===== config.mk =====
export PLATFORM = sky130hd
export DESIGN_NAME = program_loader
export DESIGN_NICKNAME = d
export VERILOG_FILES = /design/src/rtl/program_loader.sv
export SDC_FILE = /design/constraint.sdc
export NUM_CORES = 1
export LEC_CHECK = 0
export BUFFER_PORTS_ARGS = -buffer_cell sky130_fd_sc_hd__buf_4
export CORE_MARGIN = 2
export CORE_UTILIZATION = 35
export CTS_BUF_LIST = sky130_fd_sc_hd__clkbuf_4
export CTS_CLUSTER_SIZE = 14
export DETAILED_ROUTE_END_ITERATION = 8
export GPL_ROUTABILITY_DRIVEN = 1
export SLEW_MARGIN = 20
export SYNTH_ARGS = -nofsm -noshare
export SYNTH_HDL_FRONTEND = slang
export SYNTH_SLANG_ARGS = --single-unit

===== constraint.sdc =====
create_clock -name clk -period 4.9 [get_ports clk]
set_clock_uncertainty 0.05 [all_clocks]
set_input_delay 0.735 -clock clk [delete_from_list [all_inputs] [get_ports clk]]
set_output_delay 0.735 -clock clk [all_outputs]
set_load 0.01 [all_outputs]

===== src/rtl/program_loader.sv =====
// Boot loader: hunts for a sync byte, reads a 16-bit word count, streams big-endian
// words into program memory, verifies an XOR checksum, then releases the CPU from reset.
module program_loader #(
    parameter int          MEMORY_DEPTH = 32,
    parameter logic [31:0] BASE_ADDR    = 32'h0040_0000,
    parameter logic [7:0]  SYNC_BYTE    = 8'hA5
) (
    input  logic        clk,
    input  logic        reset,
    input  logic        byte_valid,
    input  logic [7:0]  byte_data,
    output logic        byte_ready,
    output logic        mem_we,
    output logic [31:0] mem_addr,
    output logic [31:0] mem_wdata,
    output logic        cpu_reset,
    output logic        load_done,
    output logic        error,
    output logic [15:0] words_loaded
);
    typedef enum logic [2:0] {IDLE, HDR_HI, HDR_LO, DATA, CHECK, DONE, ERROR} state_t;

    localparam logic [15:0] MAX_COUNT = 16'(MEMORY_DEPTH);

    state_t      state, stateNext;
    logic [15:0] count;
    logic [15:0] newCount;
    logic [1:0]  byteIdx;
    logic [23:0] wordAcc;
    logic [7:0]  csum;
    logic        accept;
    logic        lastWord;

    // The write cycle stalls the stream so the header/data path never sees two events at once.
    always_comb begin
        byte_ready = 1'b0;
        if (!reset && !mem_we)
            byte_ready = (state == IDLE) || (state == HDR_HI) || (state == HDR_LO) ||
                         (state == DATA) || (state == CHECK);
    end

    assign accept   = byte_valid && byte_ready;
    assign newCount = {count[15:8], byte_data};
    assign lastWord = (words_loaded + 16'd1) == count;

    always_comb begin
        stateNext = state;
        case (state)
            IDLE:   if (accept && byte_data == SYNC_BYTE) stateNext = HDR_HI;
            HDR_HI: if (accept) stateNext = HDR_LO;
            HDR_LO: if (accept)
                        stateNext = (newCount == 16'd0 || newCount > MAX_COUNT) ? ERROR : DATA;
            DATA:   if (accept && byteIdx == 2'd3 && lastWord) stateNext = CHECK;
            CHECK:  if (accept) stateNext = (byte_data == csum) ? DONE : ERROR;
            default: stateNext = state;
        endcase
    end

    always_ff @(posedge clk) begin
        if (reset) begin
            state        <= IDLE;
            count        <= '0;
            byteIdx      <= '0;
            wordAcc      <= '0;
            csum         <= '0;
            mem_we       <= 1'b0;
            mem_addr     <= BASE_ADDR;
            mem_wdata    <= '0;
            cpu_reset    <= 1'b1;
            load_done    <= 1'b0;
            error        <= 1'b0;
            words_loaded <= '0;
        end else begin
            state     <= stateNext;
            mem_we    <= 1'b0;
            load_done <= (stateNext == DONE);
            cpu_reset <= (stateNext != DONE);
            error     <= (stateNext == ERROR);
            if (accept) begin
                case (state)
                    HDR_HI: count[15:8] <= byte_data;
                    HDR_LO: begin
                        count[7:0] <= byte_data;
                        byteIdx    <= '0;
                        csum       <= '0;
                    end
                    DATA: begin
                        wordAcc <= {wordAcc[15:0], byte_data};
                        csum    <= csum ^ byte_data;
                        byteIdx <= byteIdx + 2'd1;
                        if (byteIdx == 2'd3) begin
                            mem_we       <= 1'b1;
                            mem_wdata    <= {wordAcc, byte_data};
                            mem_addr     <= BASE_ADDR + 32'({words_loaded, 2'b00});
                            words_loaded <= words_loaded + 16'd1;
                        end
                    end
                    default: ;
                endcase
            end
        end
    end
endmodule


==> out/metrics.yaml, run 1 <==
status: "finished clean"
port_buffers: 79
drtAntennaViolNets: 0
vias: 4644
max_freq_ghz: 0.3044
fp.dieW_microns: 126.4
gp_congestion: 0.8282
timing.rr.end: "cpu_reset"
synth_seq_cells: 121
clock_path_buffers: 2
syn_area_per_cell_sq_um: 7.833
insertion_delay_ns: 0.55
setup_viol: 0
slew_headroom_pct: 33.77
fin_tns_setup_ns: 0
ios: 96
final_layout_size_suffix_gt1_share_pct: 16.19
critPathMaxFanout: 13
min_from: "wordAcc[18]"
cp_slowest_cell: "or4b_4"
tightest_slew_ns: 0.9907
post_cts_resize_count: 0
slowest_delay_ns: 0.58
dp_hpwl_mm: 9.098
dieHeight_microns: 126.4
powerDensity_nw_per_um2: 277.8
p_leak_nw: 2.453
drt-total-wl_mm: 13.47
required_ns: 5.29
grt_pass1_wl_mm: 22.31
synth.distinct_cells: 42
startpoint_type: "register"
grt.overflow.total: 0
path_delay_family: "simple AND/OR/NAND/NOR gates"
cts_tree: "done"
hp-class: "reg2reg"
syn2layout_area_growth_pct: 16.40
netlist_instances: 669
cts_sinks: 121
grt_pass1_vias: 4491
worst_setup_path_end_kind: "register"
gr-usage-all-layers_pct: 17.22
htreeDepth: 4
vdd_drop_max_uv: 155.2
ys_warn_count: 0
cp_data_arrival_time_ns: 3.68
r2r-start: "words_loaded[0]"
first_iter_violations: 274
path_class: "reg2reg"
clk_pin_slew_ns: 0.11
antenna_found_initial: 0
grt_max_degree: 94
cts-root-buf: "clkbuf_4"
wl_per_cell_microns: 14.65
initial_core_util_pct: 35.92
design.core.area_sq_um: 14590
firstDrtPassIters: 4
netlist_area_sq_um: 5240
reg2reg_depth: 9
crit_chain: "ha_1, and3_1, and2_1, nor4b_1, a31oi_1, or4b_4, nor3_2, o22ai_1, or3_1"
final_area_sq_um: 6100
maxSlewViolCount: 0
rsz0062_at_grt: "false"
path_buf_inv: 0
fin_nets: 735
drc: 0
postCtsSetupRepairBufs: 0
holdBufCountCts: 0
min_to: "mem_wdata[26]"
finalHoldViolCount: 0
rrSetupSlack_ns: 1.61
holdPathStages: 2
diodes: 0
final_core_util_pct: 41.81
via_per_inst: 5.053
dieArea_sq_um: 15970
seq_area_frac_synth_pct: 46.23
period_share_pct: 67.05
max-cap-violations: 0
placementRows: 44
period_needed_ns: 3.285
numCtsBuffers: 17
placed_area_sq_um: 5839
## state kept, by name (all words and copies together) (netlist names)
register,count
words_loaded,16
mem_we,1
mem_addr,16
mem_wdata,32
error,1
state,3
csum,8
count,16
load_done,1
cpu_reset,1
wordAcc,24
byteIdx,2
## area by class of cell
type / count / area (sq um)
Sequential cell: 121 / 2422
Clock inverter: 14 / 125.1
Multi-Input combinational cell: 493 / 2537
Clock buffer: 18 / 135.1
Tap cell: 184 / 230.2
Fill cell: 1516 / 8489
Inverter: 5 / 18.77
Timing Repair Buffer: 84 / 630.6
## cells in the mapped netlist
master,instances,area share [%]
clkbuf_1,39,2.8
a211oi_1,1,0.14
or4b_2,1,0.19
nand4_1,10,1.2
and3b_1,2,0.33
xnor2_1,22,3.7
o21a_1,8,1.1
nor4_1,2,0.24
nor3b_1,2,0.29
and2_0,1,0.12
xor2_1,17,2.8
nand4b_1,2,0.33
nor2_1,53,3.8
nand2_1,175,13
nor4b_4,1,0.45
a2bb2oi_1,1,0.17
a211o_1,2,0.33
or3_1,8,0.96
inv_1,4,0.29
nor2b_1,3,0.36
o22ai_1,1,0.12
nor4b_1,1,0.17
buf_4,18,2.6
and2_1,6,0.72
a21oi_1,70,6.7
o21ai_0,17,1.6
and4_1,3,0.50
mux2i_1,8,1.5
ha_1,2,0.48
or4b_4,1,0.26
and3_1,6,0.72
conb_1,2,0.14
a31oi_1,4,0.48
buf_2,7,0.67
nor3_1,5,0.48
nand3_1,36,3.4
o311ai_1,1,0.17
dfxtp_1,121,46
clkinv_1,1,0.072
nor3_2,1,0.19
o211ai_1,2,0.29
o31ai_1,2,0.29
## through the flow
step	setup WS [ns]	cells	total power, mW	hold slack [ns]
4_1_cts	1.659	919	1.717	0.3722
5_1_grt	1.472	919	1.762	0.3974
6_report	1.615	919	1.695	0.4104
3_5_place_dp	1.583	887	1.056	0.3950
2_1_floorplan	2.031	683	1.047	0.3816
3_3_place_gp	1.656	887	1.056	0.3938
## kinds of logic after synthesis
group	count (synthesis)	share of synthesized area, %
AND/OR/NAND/NOR	319	27.27
other	2	0.1433
buffers and inverters	69	6.399
multiplexers	8	1.528
AO/OA/AOI/OAI	109	11.44
adder cells (fa/ha/maj)	2	0.4775
XOR/XNOR	39	6.518
flip-flops	121	46.23
## report_power, final
part / total [mW] / leakage (nW) / switching, mW / internal (mW)
registers: 0.983 / 0.974 / 0.0000494 / 0.983
logic: 0.0512 / 1.35 / 0.0380 / 0.0132
clock network: 0.660 / 0.131 / 0.402 / 0.258
total: 1.69 / 2.45 / 0.440 / 1.25
## worst max path at each step
stage | slack, ns | startpoint | depth (start not counted) | end
2_1_floorplan | 2.03 | byte_data[6] | 6 | cpu_reset
3_3_place_gp | 1.66 | reset | 10 | words_loaded[4]
3_5_place_dp | 1.58 | reset | 10 | words_loaded[4]
4_1_cts | 1.66 | words_loaded[0] | 9 | cpu_reset
5_1_grt | 1.47 | words_loaded[0] | 9 | cpu_reset
6_report | 1.61 | words_loaded[0] | 9 | cpu_reset
## placed cells by master, fill, tap and decap left out, types with 8 or more instances in the layout
cell type / netlist / final
nand3_1: 36 / 36
o21a_1: 8 / 8
or3_1: 8 / 8
o21ai_0: 17 / 17
nand2_1: 175 / 174
dfxtp_1: 121 / 121
nor2_1: 53 / 53
a21oi_1: 70 / 70
buf_4: 18 / 84
xor2_1: 17 / 17
nand4_1: 10 / 10
mux2i_1: 8 / 8
clkbuf_4: 0 / 18
xnor2_1: 22 / 22
conb_1: 2 / 16
## layer usage
| layer | vias to the layer above | share of wire, % | track usage, % |
|---|---|---|---|
| met1 | 2180 | 46 | 22.54 |
| met3 | 21 | 6.1 | 4.175 |
| met5 | - | 0 | 0 |
| li1 | 2299 | - | - |
| met4 | 0 | 1.4 | 6.270 |
| met2 | 144 | 47 | 27.68 |
## worst register-to-register path, stage by stage, from the launching register on
cell and delay [ns]:
dfxtp_1 0.57, ha_1 0.48, and3_1 0.26, and2_1 0.18, nor4b_1 0.29, a31oi_1 0.09
or4b_4 0.58, nor3_2 0.17, o22ai_1 0.14, or3_1 0.38
Note: power is estimated with default switching activity, not from simulation.
==> run 2: changes to the inputs <==
==> constraint.sdc (replaced) <==
create_clock -name clk -period 2.7 [get_ports clk]
set_clock_uncertainty 0.05 [all_clocks]
set_input_delay 0.405 -clock clk [delete_from_list [all_inputs] [get_ports clk]]
set_output_delay 0.405 -clock clk [all_outputs]
set_load 0.01 [all_outputs]
==> out/metrics.yaml, run 2 (synthesized netlist as in run 1, its figures left out) <==
max-cap-violations: 0
numCtsBuffers: 17
fin_tns_setup_ns: 0
path_class: "reg2reg"
grt_pass1_wl_mm: 22.77
dieArea_sq_um: 15970
wl_per_cell_microns: 14.56
insertion_delay_ns: 0.54
port_buffers: 79
cts_tree: "done"
powerDensity_nw_per_um2: 494.3
finalHoldViolCount: 0
max_freq_ghz: 0.3843
setup_viol: 0
clk_pin_slew_ns: 0.12
required_ns: 3.09
first_iter_violations: 398
cp_data_arrival_time_ns: 2.99
r2r-start: "mem_we"
design.core.area_sq_um: 14590
worst_setup_path_end_kind: "register"
maxSlewViolCount: 0
startpoint: "mem_we"
clock_path_buffers: 2
largest_reg_flops: 32
fp.dieW_microns: 126.4
initial_core_util_pct: 35.92
fin_cells: 948
vdd_drop_max_uv: 284.6
drtAntennaViolNets: 0
htreeDepth: 4
antenna_found_initial: 0
holdBufCountCts: 0
diodes: 0
finalPower_mw: 3.168
fillCellCount: 1454
cts_sinks: 121
drc: 0
startpoint_type: "register"
placementRows: 44
min_from: "byte_data[1]"
via_per_inst: 4.986
final_layout_size_suffix_gt1_share_pct: 21.47
drt-total-wl_mm: 13.81
p_leak_nw: 2.635
postCtsSetupRepairBufs: 0
dieHeight_microns: 126.4
grt_pass1_vias: 4662
gp_congestion: 0.8602
grt.overflow.total: 0
fin_nets: 764
vias: 4727
status: "finished clean"
mostFrequentLayoutCells: "nand2_1 (174), dfxtp_1 (117), buf_4 (113)"
critPathMaxFanout: 3
ios: 96
slew_headroom_pct: 35.22
syn2layout_area_growth_pct: 22.33
grt_max_degree: 94
multi_input_area_sq_um: 2600
reg_top3: "mem_wdata: 32 flops, wordAcc: 24 flops"
dp_hpwl_mm: 9.530
firstDrtPassIters: 5
cts-root-buf: "clkbuf_4"
placedCellCount: 916
hp-class: "in2reg"
rsz0062_at_grt: "false"
regArea_sq_um: 2427
period_share_pct: 96.39
tightest_slew_ns: 0.9716
final_common_cell: "nand2_1"
period_needed_ns: 2.602
gr-usage-all-layers_pct: 17.62
largest_register: "mem_wdata"
## run 2: cell count changes in the layout (fill, tap and decap cells not counted), sizes merged
| cell | before | now |
|---|---|---|
| clkinv | 8 | 10 |
| buf | 84 | 113 |
| inv | 6 | 5 |
| clkinvlp | 4 | 2 |
| bufinv | 1 | 2 |
## run 2: path summary, 6_finish.rpt
kind	endpoint	slack [ns]	depth (start not counted)
setup / recovery	cpu_reset	0.1	8
setup reg to reg	cpu_reset	0.1	8
hold reg to reg	mem_wdata[28]	0.41	2
hold / removal	mem_wdata[1]	0.09	3
## run 2: timing repair
item	in CTS	in global routing
resized for setup	2	15
pin swaps	0	5
cloned	0	0
endpoints found under the hold margin	0	0
endpoints found under the setup margin	1	4
## run 2: worst max-delay path, stage by stage, from the launching register on
cell and delay [ns]:
dfxtp_2 0.36, nor4b_4 0.36, nand4_1 0.17, nor3_2 0.18, nand4b_1 0.11, or4b_4 0.60
nor3_4 0.20, o22ai_2 0.11, or3_1 0.37
## run 2: final cells by class
cell class | instances | share of cell area [%]
Multi-Input combinational cell | 493 | 40.56
Sequential cell | 121 | 37.87
Timing Repair Buffer | 113 | 13.23
Tap cell | 184 | 3.592
Clock inverter | 14 | 2.342
Clock buffer | 18 | 2.108
Inverter | 5 | 0.2928
## run 2: metal layers
layer	GRT usage (%)	wire length, microns	vias to the layer above
met4	6.529	181	0
met5	0	0	-
met1	22.61	6305	2209
met2	28.41	6603	149
li1	-	-	2354
met3	4.808	716	15
## run 2: report_power, final
part | switching (mW) | internal [mW] | total (mW)
Clock | 0.724 | 0.564 | 1.29
Combinational | 0.0700 | 0.0259 | 0.0959
Sequential | 0.0000880 | 1.78 | 1.78
## run 2: per-stage QoR
| stage | cell area, sq um | hold slack (ns) | setup slack, ns | utilization, % |
|---|---|---|---|---|
| after global routing | 6410 | 0.07374 | 0.009260 | 43.94 |
| after global placement | 6057 | 0.3923 | -0.01907 | 41.52 |
| after detailed placement | 6057 | 0.3982 | -0.06905 | 41.52 |
| final | 6410 | 0.09329 | 0.09754 | 43.94 |
| after floorplan | 5293 | 0.3816 | 0.04907 | - |
| after CTS | 6355 | 0.04983 | 0.03540 | 43.56 |
